$ cat config.mk
export PLATFORM = sky130hd
export DESIGN_NAME = load_store_unit
export DESIGN_NICKNAME = d
export VERILOG_FILES = /design/src/rtl/load_store_unit_pkg.sv /design/src/rtl/load_store_unit_load_align.sv /design/src/rtl/load_store_unit.sv
export SDC_FILE = /design/constraint.sdc
export NUM_CORES = 1
export LEC_CHECK = 0
export BUFFER_PORTS_ARGS = -buffer_cell sky130_fd_sc_hd__buf_2
export CAP_MARGIN = 20
export CORE_MARGIN = 5
export CORE_UTILIZATION = 45
export CTS_BUF_LIST = sky130_fd_sc_hd__clkbuf_8
export DETAILED_ROUTE_END_ITERATION = 10
export PLACE_DENSITY = 0.78
export SKIP_LAST_GASP = 1
export SLEW_MARGIN = 30
export SYNTH_ARGS = -nofsm -noshare
export SYNTH_HDL_FRONTEND = slang
export SYNTH_SLANG_ARGS = --single-unit
$ cat constraint.sdc
create_clock -name clk -period 1.8 [get_ports clk]
set_input_delay 0.27 -clock clk [delete_from_list [all_inputs] [get_ports clk]]
set_output_delay 0.27 -clock clk [all_outputs]
set_load 0.03 [all_outputs]
$ cat src/rtl/load_store_unit_pkg.sv
// Shared encodings for the load/store unit: memory ctrl codes, FSM states,
// access-size decode helpers.
package load_store_unit_pkg;

    localparam int CTRL_MEM_WIDTH  = 4;
    localparam int LSU_STATE_WIDTH = 3;

    localparam logic [CTRL_MEM_WIDTH-1:0] CTRL_NONE = 4'd0;
    localparam logic [CTRL_MEM_WIDTH-1:0] CTRL_LB   = 4'd1;
    localparam logic [CTRL_MEM_WIDTH-1:0] CTRL_LH   = 4'd2;
    localparam logic [CTRL_MEM_WIDTH-1:0] CTRL_LW   = 4'd3;
    localparam logic [CTRL_MEM_WIDTH-1:0] CTRL_LBU  = 4'd4;
    localparam logic [CTRL_MEM_WIDTH-1:0] CTRL_LHU  = 4'd5;
    localparam logic [CTRL_MEM_WIDTH-1:0] CTRL_SB   = 4'd6;
    localparam logic [CTRL_MEM_WIDTH-1:0] CTRL_SH   = 4'd7;
    localparam logic [CTRL_MEM_WIDTH-1:0] CTRL_SW   = 4'd8;

    typedef enum logic [LSU_STATE_WIDTH-1:0] {
        ST_IDLE     = 3'd0,
        ST_REQ      = 3'd1,
        ST_WAIT_RSP = 3'd2,
        ST_DRAIN    = 3'd3,
        ST_WB       = 3'd4
    } lsu_state_e;

    typedef enum logic [1:0] {
        SZ_BYTE = 2'd0,
        SZ_HALF = 2'd1,
        SZ_WORD = 2'd2
    } mem_size_e;

    // Unknown non-zero codes fall back to a word access.
    function automatic mem_size_e ctrl_size(input logic [CTRL_MEM_WIDTH-1:0] ctrl);
        case (ctrl)
            CTRL_LB, CTRL_LBU, CTRL_SB: return SZ_BYTE;
            CTRL_LH, CTRL_LHU, CTRL_SH: return SZ_HALF;
            default:                    return SZ_WORD;
        endcase
    endfunction

    function automatic logic ctrl_signed(input logic [CTRL_MEM_WIDTH-1:0] ctrl);
        return (ctrl == CTRL_LB) || (ctrl == CTRL_LH);
    endfunction

endpackage

$ cat src/rtl/load_store_unit_load_align.sv
// Load data alignment: picks the addressed byte/half out of the returned word
// and sign- or zero-extends it according to the load ctrl code.
module lsu_load_align
    import load_store_unit_pkg::*;
(
    input  logic [CTRL_MEM_WIDTH-1:0] ctrl,
    input  logic [1:0]                lane,
    input  logic [31:0]               rdata,
    output logic [31:0]               data
);

    logic [7:0]  byte_sel;
    logic [15:0] half_sel;
    logic        sext;

    always_comb begin
        byte_sel = rdata[{lane, 3'b000} +: 8];
        half_sel = rdata[{lane[1], 4'b0000} +: 16];
        sext     = ctrl_signed(ctrl);
        case (ctrl_size(ctrl))
            SZ_BYTE: data = {{24{sext & byte_sel[7]}}, byte_sel};
            SZ_HALF: data = {{16{sext & half_sel[15]}}, half_sel};
            default: data = rdata;
        endcase
    end

endmodule

$ cat src/rtl/load_store_unit.sv
// Execute-stage load/store unit: EA calc, dmem request/response handshake,
// load writeback, flush. Define LSU_MISALIGN_TRAP_EN to trap misaligned accesses.
module load_store_unit
    import load_store_unit_pkg::*;
#(
    parameter int ADDR_WIDTH = 32,
    parameter int DATA_WIDTH = 32
) (
    input  logic                      clk,
    input  logic                      reset,
    input  logic                      uop_valid_in,
    input  logic                      uop_is_mem_load,
    input  logic                      uop_is_mem_store,
    input  logic [CTRL_MEM_WIDTH-1:0] ctrl_mem,
    input  logic [31:0]               rs1_data,
    input  logic [31:0]               imm,
    input  logic [31:0]               rs2_data,
    input  logic [4:0]                rd_addr,
    input  logic                      flush,
    output logic                      lsu_ready,
    output logic                      dmem_req_valid,
    input  logic                      dmem_req_ready,
    output logic [ADDR_WIDTH-1:0]     dmem_addr,
    output logic                      dmem_we,
    output logic [DATA_WIDTH/8-1:0]   dmem_wstrb,
    output logic [DATA_WIDTH-1:0]     dmem_wdata,
    input  logic                      dmem_rsp_valid,
    input  logic [DATA_WIDTH-1:0]     dmem_rsp_rdata,
    output logic                      wb_valid,
    output logic [4:0]                wb_rd,
    output logic [31:0]               wb_data,
    output logic                      misalign_exc,
    output logic [ADDR_WIDTH-1:0]     exc_addr
);

    lsu_state_e                state;
    logic [CTRL_MEM_WIDTH-1:0] ctrl_q;
    logic [1:0]                lane_q;
    logic                      is_load_q;

    logic                      accept;
    logic [31:0]               sum;
    logic [ADDR_WIDTH-1:0]     ea_acc;
    logic                      mis_acc;
    mem_size_e                 size_acc;
    logic [DATA_WIDTH/8-1:0]   strb_acc;
    logic [DATA_WIDTH-1:0]     wdata_acc;
    logic [31:0]               align_data;

    assign lsu_ready = (state == ST_IDLE);
    assign accept    = (state == ST_IDLE) && uop_valid_in
                     && (uop_is_mem_load || uop_is_mem_store) && (ctrl_mem != CTRL_NONE);

    always_comb begin
        sum       = rs1_data + imm;
        ea_acc    = sum[ADDR_WIDTH-1:0];
        size_acc  = ctrl_size(ctrl_mem);
        mis_acc   = 1'b0;
`ifdef LSU_MISALIGN_TRAP_EN
        case (size_acc)
            SZ_HALF: mis_acc = ea_acc[0];
            SZ_WORD: mis_acc = |ea_acc[1:0];
            default: mis_acc = 1'b0;
        endcase
`else
        // Without the trap, silently round down to natural alignment.
        case (size_acc)
            SZ_HALF: ea_acc[0]   = 1'b0;
            SZ_WORD: ea_acc[1:0] = 2'b00;
            default: ;
        endcase
`endif
        strb_acc  = '0;
        wdata_acc = '0;
        if (!uop_is_mem_load) begin
            case (size_acc)
                SZ_BYTE: begin
                    strb_acc  = 4'b0001 << ea_acc[1:0];
                    wdata_acc = {4{rs2_data[7:0]}};
                end
                SZ_HALF: begin
                    strb_acc  = 4'b0011 << {ea_acc[1], 1'b0};
                    wdata_acc = {2{rs2_data[15:0]}};
                end
                default: begin
                    strb_acc  = 4'b1111;
                    wdata_acc = rs2_data;
                end
            endcase
        end
    end

    lsu_load_align u_align (
        .ctrl  (ctrl_q),
        .lane  (lane_q),
        .rdata (dmem_rsp_rdata),
        .data  (align_data)
    );

`ifdef LSU_MISALIGN_TRAP_EN
    // Pulse lands in the REQ cycle of the faulting uop; the FSM uses it to skip the request.
    always_ff @(posedge clk or negedge reset) begin
        if (!reset) begin
            misalign_exc <= 1'b0;
            exc_addr     <= '0;
        end else begin
            misalign_exc <= accept && mis_acc;
            if (accept && mis_acc)
                exc_addr <= ea_acc;
        end
    end
`else
    assign misalign_exc = 1'b0;
    assign exc_addr     = '0;
`endif

    always_ff @(posedge clk or negedge reset) begin
        if (!reset) begin
            state          <= ST_IDLE;
            ctrl_q         <= CTRL_NONE;
            lane_q         <= 2'b00;
            is_load_q      <= 1'b0;
            dmem_req_valid <= 1'b0;
            dmem_addr      <= '0;
            dmem_we        <= 1'b0;
            dmem_wstrb     <= '0;
            dmem_wdata     <= '0;
            wb_valid       <= 1'b0;
            wb_rd          <= '0;
            wb_data        <= '0;
        end else begin
            case (state)
                ST_IDLE: begin
                    if (accept) begin
                        state          <= ST_REQ;
                        ctrl_q         <= ctrl_mem;
                        lane_q         <= ea_acc[1:0];
                        is_load_q      <= uop_is_mem_load;
                        dmem_req_valid <= !mis_acc;
                        dmem_addr      <= {ea_acc[ADDR_WIDTH-1:2], 2'b00};
                        dmem_we        <= !uop_is_mem_load;
                        dmem_wstrb     <= strb_acc;
                        dmem_wdata     <= wdata_acc;
                        if (uop_is_mem_load)
                            wb_rd <= rd_addr;
                    end
                end
                ST_REQ: begin
                    if (misalign_exc) begin
                        state <= ST_IDLE;
                    end else if (dmem_req_ready) begin
                        dmem_req_valid <= 1'b0;
                        if (!is_load_q)
                            state <= ST_IDLE;
                        else if (flush)
                            state <= ST_DRAIN;
                        else
                            state <= ST_WAIT_RSP;
                    end else if (flush) begin
                        dmem_req_valid <= 1'b0;
                        state          <= ST_IDLE;
                    end
                end
                ST_WAIT_RSP: begin
                    // A response arriving alongside flush is already consumed; no drain needed.
                    if (flush)
                        state <= dmem_rsp_valid ? ST_IDLE : ST_DRAIN;
                    else if (dmem_rsp_valid) begin
                        wb_valid <= 1'b1;
                        wb_data  <= align_data;
                        state    <= ST_WB;
                    end
                end
                ST_DRAIN: begin
                    if (dmem_rsp_valid)
                        state <= ST_IDLE;
                end
                ST_WB: begin
                    wb_valid <= 1'b0;
                    state    <= ST_IDLE;
                end
                default: state <= ST_IDLE;
            endcase
        end
    end

endmodule

# ---- Word level (Yosys, flattened, before mapping)
# Index checks and enable logic that the tools add are counted.
dict set report totals {
  word_cells 94
  regBits 116
}
dict set report op_classes {
  n_reduce_logical 23
  mux 26
  n_eq_ne 25
  shift 4
  bitwise_logic 3
  addsub 1
}
# cell n
set op_table {}
lappend op_table {{$pmux W32 S2} 2}
lappend op_table {{$add A32 B32 Y32} 1}
lappend op_table {{$eq A4 B3 Y1 const B} 8}
lappend op_table {{$mux W32} 1}
lappend op_table {{$shiftx A32 B6 Y16} 1}
lappend op_table {{$shiftx A32 B6 Y8} 1}
lappend op_table {{$mux W3} 6}
lappend op_table {{$pmux W3 S4} 1}
lappend op_table {{$reduce_and A3 Y1} 4}
lappend op_table {{$reduce_or A3 Y1} 4}
lappend op_table {{$eq A4 B1 Y1 const B} 2}
lappend op_table {{$eq A4 B2 Y1 const B} 2}
lappend op_table {{$mux W1} 8}
lappend op_table {{$pmux W2 S2} 2}
lappend op_table {{$pmux W4 S2} 1}
lappend op_table {{$eq A3 B2 Y1 const B} 2}
lappend op_table {{$ne A2 B2 Y1 const B} 3}
lappend op_table {{$ne A3 B3 Y1 const B} 2}
lappend op_table {{$eq A2 B1 Y1 const B} 2}
lappend op_table {{$logic_not A2 Y1} 2}
lappend op_table {{$mux W2} 2}
lappend op_table {{$mux W4} 1}
lappend op_table {{$pmux W1 S2} 2}
lappend op_table {{$reduce_and A4 Y1} 1}
lappend op_table {{16 further kinds} 21}

# ---- Depth between registers and ports, before layout
dict set report logic_depth {
  ltp_word 9
  depth_mapped 10
  mapped_depth_nobuf 10
}

# ---- Hierarchy
# From an unflattened synthesis, not the netlist that was laid out.
dict set report unflattened {
  cells_unflattened 810
  hier_area_um2 7394.6
}
# module n_inst cells_each seq_area_each_um2 area_per_inst_um2
set by_module_without_submodules {}
lappend by_module_without_submodules {load_store_unit 1 695 2902.8 6698.9}
lappend by_module_without_submodules {lsu_load_align 1 115 0.0 695.7}

# ---- Worst setup path before layout
# No wires, ideal clock.
dict set report synth_timing {
  kind {register to register}
  from {register state[2]}
  to {register wb_rd[0]}
  arrival_ns 2.281
  path_buffers 1
  synth_period_minus_slack_ns 2.406
  setup_slack_ns -0.606
  setup_time_ns 0.125
  stages_incl_launch_ff 7
  required_time_ns 1.675
  cell_sequence {dfrtp_1 > nor3_1 > o211a_1 > o21a_1 > buf_4 > nand2_1 > mux2_2}
}
dict set report synth_via {
  elab_chain_len 5
}
# element line_no
set synth_rtl {}
lappend synth_rtl {{start: declaration} load_store_unit.sv:36} ;# lsu_state_e state;
lappend synth_rtl {{start signal: assignment} load_store_unit.sv:167} ;# state <= dmem_rsp_valid ? ST_IDLE : ST_DRAIN;
lappend synth_rtl {{$logic_not A3 Y1 (*)} --}
lappend synth_rtl {{net lsu_ready} load_store_unit.sv:20} ;# output logic lsu_ready,
lappend synth_rtl {{$logic_and A1 B1 Y1} load_store_unit.sv:51} ;# assign accept = (state == ST_IDLE) && uop_valid_in
lappend synth_rtl {{$logic_and A1 B1 Y1 (2 in series)} load_store_unit.sv:52} ;# && (uop_is_mem_load || uop_is_mem_store) && (ctrl_mem != CTRL_NONE);
lappend synth_rtl {{$reduce_and A3 Y1 (no source line) (*)} --}
lappend synth_rtl {{end signal: assignment} load_store_unit.sv:145} ;# wb_rd <= rd_addr;
lappend synth_rtl {{end: declaration} load_store_unit.sv:30} ;# output logic [4:0] wb_rd,
# Mark *: on every way through the listed nets, which the timed path passes. The rest lies on a longest branch.
# A chain may end at the register's enable or synchronous reset.

# ---- Worst setup path after layout
dict set report layout_timing {
  from {input port rs1_data[0]}
  to {register dmem_addr[28]}
}
dict set report layout_via {
  elab_chain_len 1
}
# element line_no
set layout_rtl {}
lappend layout_rtl {{start: declaration} load_store_unit.sv:15} ;# input logic [31:0] rs1_data,
lappend layout_rtl {{$add A32 B32 Y32} load_store_unit.sv:55} ;# sum = rs1_data + imm;
lappend layout_rtl {{end signal: assignment} load_store_unit.sv:140} ;# dmem_addr <= {ea_acc[ADDR_WIDTH-1:2], 2'b00};
lappend layout_rtl {{end: declaration} load_store_unit.sv:23} ;# output logic [ADDR_WIDTH-1:0] dmem_addr,
# No other way between the ends.

==> key figures <==
Run status
  – Run status: finished clean

Route
  – Total Wirelength: 22900 um
  – Starting DRT DRC Count: 415
  – DR WL/cell: 16.6 um
  – DRC errors left: 0
  – Routed vias/inst: 5.29
  – Drt first pass iters: 4
  – Vias: 7289
  – Antenna Violating Nets Remaining: 0

Synth
  – Sequential share of the synthesized area: 0.408
  – Ys async rst share: 1.00
  – Synth area leader: dfrtp_1
  – Synth unique cells: 66
  – Yosys Warn Count: 0
  – Post-Syn Instances: 797
  – Ys flop type: dfrtp_1
  – Synth top area share: 0.408
  – Syn Std Cell Area: 7120 um^2
  – Post-synth EDFFs: 0
  – Area contributors post-synth: dfrtp_1 (41%), a21oi_1 (6.0%), nand2_1 (5.7%)
  – Flops & latches, synth: 116
  – Syn_area_per_cell: 8.93 um^2

Finish
  – Most common cell after layout, fill and taps aside: buf_2
  – Most frequent cells in the layout: buf_2 (244), dfrtp_1 (114), nand2_1 (108), buf_4 (108), a21oi_1 (64)
  – Final Cell Area: 10400 um^2
  – Cell Count, Final, Fillers Out: 1379
  – Fillers: 1267
  – Final net count: 1327
  – Area Growth Syn to Fin: 46.0%
  – Layout cells sized above 1: 0.426

Worst setup path
  – Crit path DAT: 2.12 ns
  – Register-to-register setup slack: 0.03 ns
  – RR Startpoint: lane_q[1]
  – Crit Path Max Fanout: 5
  – Worst Reg-to-Reg Cells: 7
  – Setup CP Type: primary input to register
  – Worst setup EP type: register
  – Crit path launch: rs1_data[0]
  – Worst Path Required: 2.13 ns
  – Reg2Reg Capture Point: wb_data[27]
  – Crit start category: primary input

Power and ir drop
  – Power Internal: 8.78 mW
  – Power share of the combinational group: 0.539
  – Clock power share: 0.177
  – Register share of total power: 0.285
  – Pwr/cell area: 1560 nW/um^2
  – Sw Pwr: 7.42 mW
  – Lkg Pwr: 5.10 nW
  – Switching Fraction: 0.458
  – VDD IR max: 0.756 mV

CTS
  – CTS clk-pin slew, worst paths: 0.07 ns
  – Clk sinks: 116
  – CTS tree: done
  – Worst-Skew Late Latency: 0.44 ns
  – Clock buffer depth: 2
  – H-tree lvl count: 4
  – CTS buffer count: 17
  – Clock Tree Root: clkbuf_8

Die
  – Core Area: 15700 um^2
  – Die Ht: 136 um
  – FP Rows: 46
  – Die X: 136 um
  – Total die area: 18400 um^2
  – Io pins: 287
  – Starting Density: 0.453

Run
  – Max Cap Viol: 0

GRT
  – Vias in the first global route: 7246
  – Overflow after GRT: 0
  – Gr usage total: 0.241
  – First-pass GRT wire length: 35800 um
  – Largest net degree at the start of global routing: 67
  – Antenna violations before repair: 0

STA
  – Clock Skew: 0.00739 ns
  – Final setup viols: 0
  – Hold slack: 0.0703 ns
  – Final period util: 0.997
  – RSZ-0062 raised after global routing: yes
  – Fmax: 557 MHz
  – Final Slew Violations: 0
  – Hold Violations, Final: 0
  – Tmin final: 1.80 ns
  – Max transition margin: 0.602
  – Slew of the pin with the lowest slew margin: 0.594 ns

Placement
  – Placed instance area: 9470 um^2
  – Post-detail-place hpwl: 17500 um
  – Final GP Congestion: 0.879
  – I/O Buffers: 251
  – Cells after DPL: 1330

Min path
  – Worst hold start: rd_addr[3]
  – Worst Hold End: wb_rd[3]
  – Hold Crit Class: primary input to register
  – Hold path cells: 2
==> worst max-delay path by stage <==
stage               endpoint  slack, ns  cells after the start
2_1_floorplan  dmem_addr[28]      -0.26                     10
3_3_place_gp   dmem_addr[28]      -0.52                     11
3_5_place_dp   dmem_addr[28]      -0.56                     11
4_1_cts        dmem_addr[28]      -0.08                     11
5_1_grt           wb_data[1]      -0.08                      8
6_report       dmem_addr[28]      0.005                     11
==> synth_stat cells, drive strengths merged (5+ instances only) <==
cell    count
nand3       9
xnor2      11
nand2     109
o21ai      80
o22ai      11
buf        53
a211oi     15
nand2b     16
nor2b      17
o211ai      5
mux2i      19
inv        11
o41ai      10
dfrtp     116
xor2       17
a21o       16
clkbuf     22
a31oi       5
ha         31
mux2       12
or3         5
a21oi      87
nor3        7
nor2       62
==> per-layer routing <==
metal | GRT usage | routed length, um | vias up
met3 | 0.0669 | 1820 | 43
met1 | 0.295 | 9150 | 3474
met2 | 0.415 | 11400 | 297
li1 | - | - | 3475
met4 | 0.0739 | 550 | 0
met5 | 0 | 0 | -
==> repair_timing <==
item,4_1_cts,5_1_grt
gates cloned,0,1
hold buffers,1,0
setup endpoints to repair,38,78
endpoints found under the hold margin,42,0
setup buffers,7,8
resized for setup,7,56
pin swaps,11,22
==> through the flow <==
stage	setup slack [ns]	TNS [ns]	utilization	power, mW
finish	0.00474	0	0.661	16.2
detailed placement	-0.560	-11.17	0.603	12.9
global route	-0.0805	-1.19	0.661	17.2
global placement	-0.521	-11.86	0.602	12.6
floorplan	-0.258	-2.33	-	9.90
CTS	-0.0780	-0.271	0.639	15.9
==> cell type report <==
class / instances / area (um^2) / area share
clock buffers: 21 / 289 / 0.0278
diodes: 1 / 2.50 / 0.000241
flip-flops and latches: 116 / 2910 / 0.280
repair buffers: 375 / 2390 / 0.230
clock inverters: 10 / 179 / 0.0172
inverters: 11 / 41.3 / 0.00397
multi-input cells: 629 / 4310 / 0.415
well taps: 216 / 270 / 0.0260
==> critical path, cell delays in order <==
cell and delay (ns):
buf_6 0.10, ha_4 0.15, fa_2 0.34, a21oi_2 0.15
nor2b_2 0.08, a31oi_4 0.19, o211ai_2 0.13, a41o_4 0.27
a211oi_4 0.21, xor2_1 0.15, o21ai_1 0.08
==> registers in the layout, indices dropped and copies added (netlist names), 2 cells and up <==
name / cells
ctrl_q: 4
dmem_addr: 30
dmem_wdata: 32
dmem_wstrb: 4
lane_q: 2
state: 3
wb_data: 32
wb_rd: 5
==> power groups by stage <==
stage / logic, mW / clock network (mW) / registers, mW
finish: 8.73 / 2.86 / 4.61
global route: 9.37 / 3.05 / 4.78
CTS: 8.35 / 2.92 / 4.59
detailed placement: 8.25 / 0 / 4.61
global placement: 8.07 / 0 / 4.57
floorplan: 2.98 / 0 / 6.91
==> logic make-up after synthesis <==
kind of cell               Yosys count  share of synthesized area
DFF                                116                      0.408
adders and majority gates           32                     0.0573
muxes                               31                     0.0457
other                                1                   0.000527
and+or+nand+nor                    238                      0.149
AOI/OAI and AO/OA                  265                      0.238
xor gates and xnor gates            28                     0.0345
buffers and inverters               86                     0.0680
No activity file was read; power rests on OpenSTA's default activity.
